<file path="config.mk">
export PLATFORM = sky130hd
export DESIGN_NAME = sipo_deserializer
export DESIGN_NICKNAME = d
export VERILOG_FILES = /design/src/rtl/sipo_pkg.sv /design/src/rtl/sipo_shift_core.sv /design/src/rtl/sipo_deserializer.sv
export SDC_FILE = /design/constraint.sdc
export NUM_CORES = 1
export LEC_CHECK = 0
export BUFFER_PORTS_ARGS = -buffer_cell sky130_fd_sc_hd__buf_2
export CAP_MARGIN = 30
export CORE_AREA = 2 2 46 52
export CTS_CLUSTER_SIZE = 10
export DETAILED_ROUTE_END_ITERATION = 16
export DIE_AREA = 0 0 48 54
export GPL_ROUTABILITY_DRIVEN = 0
export PLACE_DENSITY = 0.68
export SLEW_MARGIN = 20
export SYNTH_ARGS = -nofsm -noshare
export SYNTH_HDL_FRONTEND = slang
export SYNTH_SLANG_ARGS = --single-unit
</file>
<file path="constraint.sdc">
create_clock -name clk -period 2.4 [get_ports clk]
set_input_delay 0.24 -clock clk [delete_from_list [all_inputs] [get_ports clk]]
set_output_delay 0.24 -clock clk [all_outputs]
set_load 0.02 [all_outputs]
</file>
<file path="src/rtl/sipo_pkg.sv">
// Shared constants and the holding-register state type for the SIPO deserializer.
package sipo_pkg;

  localparam int SIPO_WIDTH_DEF = 8;
  localparam int SIPO_TAP_DEF   = 4;

  typedef enum logic {
    HOLD_EMPTY = 1'b0,
    HOLD_FULL  = 1'b1
  } hold_state_e;

endpackage

</file>
<file path="src/rtl/sipo_shift_core.sv">
// Shift register plus bit counter: collects serial bits, flags word completion
// with a single-cycle done pulse and presents the assembled word alongside it.
module sipo_shift_core #(
  parameter int WIDTH     = 8,
  parameter int TAP_WIDTH = 4,
  parameter int MSB_FIRST = 1,
  parameter int CW        = $clog2(WIDTH + 1)
) (
  input  logic                 clk,
  input  logic                 reset,
  input  logic                 shift_en_i,
  input  logic                 serial_i,
  input  logic                 clear_i,
  output logic [WIDTH-1:0]     word_o,
  output logic                 done_o,
  output logic [CW-1:0]        count_o,
  output logic [TAP_WIDTH-1:0] tap_o
);

  // History holds the newest bit in bit 0. Only WIDTH-1 past bits are needed to
  // assemble a word (the completing bit comes straight from serial_i), but the
  // tap may ask for up to WIDTH bits of history.
  localparam int SR_W = (TAP_WIDTH > WIDTH - 1) ? TAP_WIDTH : WIDTH - 1;

  logic [SR_W-1:0]  hist_q, hist_d;
  logic [CW-1:0]    count_q, count_d;
  logic [WIDTH-1:0] assembled;
  logic             accept;
  logic             last_bit;

  assign accept   = shift_en_i && !clear_i;
  assign last_bit = (count_q == CW'(WIDTH - 1));
  assign done_o   = accept && last_bit;
  assign count_o  = count_q;
  assign tap_o    = hist_q[TAP_WIDTH-1:0];

  // Next history is the old history moved up by one with serial_i entering at bit 0.
  // The assembled word is the same shift, including the completing bit, in
  // arrival order with the first bit at the top.
  for (genvar gi = 0; gi < SR_W; gi++) begin : g_hist
    if (gi == 0) begin : g_first
      assign hist_d[gi] = serial_i;
    end else begin : g_rest
      assign hist_d[gi] = hist_q[gi-1];
    end
  end

  for (genvar gi = 0; gi < WIDTH; gi++) begin : g_word
    if (gi == 0) begin : g_first
      assign assembled[gi] = serial_i;
    end else begin : g_rest
      assign assembled[gi] = hist_q[gi-1];
    end
    // LSB-first framing puts the first received bit at word bit 0.
    if (MSB_FIRST != 0) begin : g_msb
      assign word_o[gi] = assembled[gi];
    end else begin : g_lsb
      assign word_o[gi] = assembled[WIDTH-1-gi];
    end
  end

  // Counter wraps to zero on the completing bit so the next frame starts cleanly.
  always_comb begin
    count_d = count_q;
    if (accept) begin
      count_d = last_bit ? '0 : count_q + CW'(1);
    end
  end

  // Shift state: clear wins over a coincident strobe; otherwise shift on accepted bits.
  always_ff @(posedge clk or posedge reset) begin
    if (reset) begin
      hist_q  <= '0;
      count_q <= '0;
    end else if (clear_i) begin
      hist_q  <= '0;
      count_q <= '0;
    end else if (accept) begin
      hist_q  <= hist_d;
      count_q <= count_d;
    end
  end

endmodule

</file>
<file path="src/rtl/sipo_deserializer.sv">
// Serial-in parallel-out deserializer with a one-word holding register,
// ready/valid hand-off and a sticky overrun flag for dropped words.
module sipo_deserializer
  import sipo_pkg::*;
#(
  parameter int WIDTH     = SIPO_WIDTH_DEF,
  parameter int TAP_WIDTH = SIPO_TAP_DEF,
  parameter int MSB_FIRST = 1
) (
  input  logic                         clk,
  input  logic                         reset,
  input  logic                         shift_en,
  input  logic                         serial_in,
  input  logic                         clear,
  input  logic                         out_ready,
  output logic [WIDTH-1:0]             word_out,
  output logic                         word_valid,
  output logic [TAP_WIDTH-1:0]         tap_out,
  output logic [$clog2(WIDTH+1)-1:0]   bit_count,
  output logic                         overrun
);

  localparam int CW = $clog2(WIDTH + 1);

  logic [WIDTH-1:0] core_word;
  logic             core_done;
  hold_state_e      state_q;
  logic [WIDTH-1:0] word_q;
  logic             overrun_q;

  sipo_shift_core #(
    .WIDTH     (WIDTH),
    .TAP_WIDTH (TAP_WIDTH),
    .MSB_FIRST (MSB_FIRST),
    .CW        (CW)
  ) u_core (
    .clk        (clk),
    .reset      (reset),
    .shift_en_i (shift_en),
    .serial_i   (serial_in),
    .clear_i    (clear),
    .word_o     (core_word),
    .done_o     (core_done),
    .count_o    (bit_count),
    .tap_o      (tap_out)
  );

  assign word_out   = word_q;
  assign word_valid = (state_q == HOLD_FULL);
  assign overrun    = overrun_q;

  // Holding FSM: load on completion when empty or when the old word leaves the
  // same cycle; drop and flag a completed word that has nowhere to go.
  always_ff @(posedge clk or posedge reset) begin
    if (reset) begin
      state_q   <= HOLD_EMPTY;
      word_q    <= '0;
      overrun_q <= 1'b0;
    end else begin
      if (clear) begin
        overrun_q <= 1'b0;
      end else if (core_done && state_q == HOLD_FULL && !out_ready) begin
        overrun_q <= 1'b1;
      end

      case (state_q)
        HOLD_EMPTY: begin
          if (core_done) begin
            word_q  <= core_word;
            state_q <= HOLD_FULL;
          end
        end
        HOLD_FULL: begin
          if (core_done && out_ready) begin
            word_q <= core_word;
          end else if (!core_done && out_ready) begin
            state_q <= HOLD_EMPTY;
          end
        end
        default: state_q <= HOLD_EMPTY;
      endcase
    end
  end

endmodule

</file>
== Word-level counts from Yosys, hierarchy flattened ==
Index checks and enable logic that the tools add are counted.

* Flip-flop bits (word level): 21
* Bits of input ports: 6
* Output and inout bits: 18
* Word-level logic and storage cells: 36

* Add/subtract/negate cells: 1
* Eq/ne operators: 3
* Multiplexer cells: 14
* Bitwise gates (word level): 1
* Reduce and logical (&&, ||, !) cells: 12

{| class="wikitable"
|+ Operators by type and width
! operator !! count
|-
| 2-to-1 mux 8 bit || 2
|-
| case mux 8 bit (2 select lines) || 1
|-
| 2-to-1 mux 7 bit || 2
|-
| 2-to-1 mux 4 bit || 3
|-
| logical AND 1 bit || 6
|-
| 2-to-1 mux 1 bit || 5
|-
| adder 4 x 1 -> 4 bit (second input constant) || 1
|-
| == test 4 x 3 -> 1 bit (second input constant) || 1
|-
| nonzero test 2 bit || 2
|-
| zero test 1 bit || 3
|-
| != test 2 x 1 -> 1 bit (second input constant) || 1
|-
| != test 2 bit (second input constant) || 1
|-
| case mux 1 bit (2 select lines) || 1
|-
| AND reduction 2 bit || 1
|-
| inverter 1 bit || 1
|}

== Logic depth before layout (Yosys ltp) ==
* Depth after elaboration: 8
* Gate-level depth with buffers: 4
* Depth with buffers taken out: 4

== Cells and area by module ==
Synthesis repeated with hierarchy kept, for this count alone.

* Cells, all modules: 73
* Area total of the unflattened synthesis: 967.2 sq um

{| class="wikitable"
|+ By module, submodules not included
! module !! instances !! cells each !! area an instance (sq um) !! seq. area each (sq um)
|-
| sipo_shift_core || 1 || 48 || 546.8 || 275.3
|-
| sipo_deserializer || 1 || 25 || 420.4 || 250.2
|}

== Worst setup path after synthesis ==
OpenSTA, ideal clock, no wires.

* Kind: register -> register
* Start point: register u_core.count_q[0] (netlist: u_core.count_o[0])
* End point: register word_q[0] (netlist: word_out[0])
* Setup time: 125 ps
* Arrival: 1370 ps
* Required time: 2275 ps
* Setup slack: 905 ps
* Cell stages (with the launch flop): 5
* Path buffers: 0
* Period minus slack after synthesis: 1495 ps
* Path through: dfrtp_1 ha_1 and2_2 nand4_4 mux2_2

* Word-level cells in the longest chain between the ends: 5
* Elaborated cells between the ends (all ways): 6
* Those cells by class: 3 x eq/ne; 3 x reduce/logical

{| class="wikitable"
|+ RTL lines
! element !! RTL line !! source
|-
| start, declared || sipo_shift_core.sv:26 || <nowiki>logic [CW-1:0] count_q, count_d;</nowiki>
|-
| start signal, assigned || sipo_shift_core.sv:80 || <nowiki>count_q <= count_d;</nowiki>
|-
| == test 4 x 3 -> 1 bit (*) || sipo_shift_core.sv:32 || <nowiki>assign last_bit = (count_q == CW'(WIDTH - 1));</nowiki>
|-
| logical AND 1 bit (*) || sipo_shift_core.sv:33 || <nowiki>assign done_o = accept && last_bit;</nowiki>
|-
| logical AND 1 bit || sipo_deserializer.sv:74 || <nowiki>if (core_done && out_ready) begin</nowiki>
|-
| != test 2 x 1 -> 1 bit (no line) || - ||
|-
| AND reduction 2 bit (no line) (*) || - ||
|-
| end signal, assigned || sipo_deserializer.sv:69 || <nowiki>word_q <= core_word;</nowiki>
|-
| end signal, assigned || sipo_deserializer.sv:75 || <nowiki>word_q <= core_word;</nowiki>
|-
| end, declared || sipo_deserializer.sv:28 || <nowiki>logic [WIDTH-1:0] word_q;</nowiki>
|}

Every way passes the cells marked *; elsewhere a longest branch is shown, timed or not.
A chain may end at the register's enable or synchronous reset.

== Worst setup path in the final report ==
* Start point: register u_core.count_q[0] (netlist: u_core.count_o[0])
* End point: register word_q[4] (netlist: word_out[4])

Same word-level chain as after synthesis.

==> flow_metrics.tcl <==
set metrics [dict create \
    cpPeakStageDelay_ns 0.43 \
    synthMuxAreaShare 0.191 \
    clk_pin_slew_ns 0.11 \
    grt_setup_unrepaired "no" \
    cp_num_buf_inv 0 \
    htree_levels 1 \
    start_util 0.416 \
    final_max_slew_viol_count 0 \
    yosysUniqueCellTypes 19 \
    detailedPlace.worstSlack_ns 0.934 \
    required_ns 2.59 \
    n_antenna_cell 0 \
    fp.dieArea_mm2 0.00259 \
    cts_setup_buffers 0 \
    std_cell_rows 18 \
    final-setup-viol-count 0 \
    ys_ff_latch 21 \
    grt_max_degree 22 \
    status "complete, no violations" \
    synthAdderAreaFrac 0.0140 \
    synthToLayoutAreaGrowth_pct 15.0 \
    cts_buffers 3 \
    worstMarginPinSlew_ns 0.774 \
    synth_flop_cell "dfrtp_1" \
    critPathLaunchType "flop" \
    syn_area_per_cell_um2 12.9 \
    grt_pass1_vias 534 \
    final_antenna_net_count 0 \
    arrival_ns 1.67 \
    drv_cap 0 \
    totalWireLength_um 1400 \
    hpwl_um 1030 \
    remaining_drc_errors 0 \
    cts_buffer_depth 2 \
    slowest_stage "dfrtp_1" \
    synth_edf_count 0 \
    cts_tree "built" \
    cpLargestDelayFamily "flip-flops" \
    async_flop_share 1.00 \
    hold_ws_ns 0.0646 \
    leakagePower_nw 0.572 \
    drive_gt1_frac 0.400 \
    p_per_area_mw_per_mm2 559 \
    synth_top_family_by_area "multiplexers" \
    period_share 0.616 \
    antenna_found_initial 0 \
    min_path_type "input port to async pin" \
    grt_pass1_wl_um 2390 \
    vias 578 \
    avgRoutedWirePerCell_um 11.6 \
    io_pins 24 \
    core_area_mm2 0.00214 \
    synth-compound-area-share 0.0126 \
    syn_inst 69 \
    hold_violations 0 \
    cts_root_buf "clkbuf_4" \
    yosysWarnings 0 \
    fin_skew_ns 0.00369 \
    crit_path_end_kind "flop" \
    ys_seq_area_frac 0.590 \
    yosys-top-cells-area "dfrtp_1, mux2_2, mux2i_1" \
    layout.nets 98 \
    setup_slack_ns 0.921 \
    final_common_cell "buf_2" \
    fin_util 0.479 \
    die_y_um 54 \
    cts_sinks 21 \
    cp_cell_sequence "ha_1 > and2_2 > nand4_4 > mux2_2" \
    clk_latency_ns 0.30 \
    clock.fmax_ghz 0.676 \
    synth_area_um2 891 \
    synth_xor_area_frac 0.0197 \
    final.setup.tns_ns 0 \
    fin_crit_ns 1.48 \
    numPortBuffers 23 \
    synth-simple-area-share 0.114 \
    syn_nets 76 \
    relSlewSlack 0.483 \
    track_usage 0.139 \
    drt_iter0_markers 2 \
    cp_max_fo 8 \
    viasPerCell 4.82 \
    synth.top_cell.area_share 0.590 \
    ir_drop_uv 338 \
    cts_hold_buf 0 \
    worst-setup-path-type "flop to flop" \
    synth_area_leader_cell "dfrtp_1" \
    cts_resized 0 \
    overflow 0 \
    dr.pass1.iters 2 \
    die_x_um 48 \
    final_cell_mix "buf_2, dfrtp_1, nor2_1, mux2_2, mux2i_1" \
]
[power breakdown]
part / switching (mW) / internal (mW)
clock network: 0.0980 / 0.0647
logic: 0.0291 / 0.0159
registers: 0.00610 / 0.359
total: 0.133 / 0.440
[metrics by stage]
step	cell area [um^2]	power (mW)	std cells
floorplan	891	0.407	69
global placement	998	0.418	116
detailed placement	998	0.418	116
CTS	1020	0.583	120
global route	1020	0.611	120
finish	1020	0.573	120
[registers in the layout, indices dropped and copies added (netlist names)]
| signal | flops |
|---|---|
| word_valid | 1 |
| word_out | 8 |
| u_core.hist_q | 7 |
| u_core.count_o | 4 |
| overrun | 1 |
[worst reg2reg max path, delay by kind of cell (launching register included)]
family	cells	cell delay [ns]
adder cells (fa/ha/maj)	1	0.22
AND/OR/NAND/NOR	2	0.37
multiplexers	1	0.36
flip-flops	1	0.43
[Yosys cell counts (2+ instances only)]
cell type / instances
dfrtp_1: 21
nor2_1: 11
mux2_2: 8
mux2i_1: 8
buf_4: 4
inv_1: 2
nand2_1: 2
xnor2_1: 2
[kinds of logic (layout without fill, tap and decap cells)]
family | Yosys count | in the layout
flops | 21 | 21
simple gates | 19 | 19
mux | 16 | 16
buf+inv | 8 | 29
compound gates | 2 | 2
xor+xnor | 2 | 2
fa+ha+maj | 1 | 1
[cell type report]
cell class | count | area [um^2]
clock buffer | 4 | 26.3
fill | 220 | 1110
inverter | 2 | 7.51
multi-input combinational | 40 | 313
sequential | 21 | 526
tap | 30 | 37.5
timing repair buffer | 23 | 115
[per-layer routing]
| metal | vias to the layer above | GRT usage | routed length (um) |
|---|---|---|---|
| met2 | 18 | 0.196 | 643 |
| met3 | 4 | 0.0403 | 77 |
| met5 | - | 0 | 0 |
| met4 | 0 | 0.0946 | 42 |
| li1 | 273 | - | - |
| met1 | 283 | 0.180 | 633 |
[path summary, 6_finish.rpt]
check | depth (start not counted) | slack, ns | from | to
worst max-delay path | 4 | 0.92 | u_core.count_o[0]$_DFFE_PP0P_ | word_out[4]$_DFFE_PP0P_
worst min-delay path | 2 | 0.06 | reset | word_out[5]$_DFFE_PP0P_
worst max register to register | 4 | 0.92 | u_core.count_o[0]$_DFFE_PP0P_ | word_out[4]$_DFFE_PP0P_
worst min register to register | 1 | 0.51 | word_out[0]$_DFFE_PP0P_ | word_out[0]$_DFFE_PP0P_
max in group asynchronous | 2 | 1.85 | reset | u_core.hist_q[0]$_DFFE_PP0P_
min in group clk | 2 | 0.18 | serial_in | word_out[0]$_DFFE_PP0P_
Power figures use the tool's default switching activity.
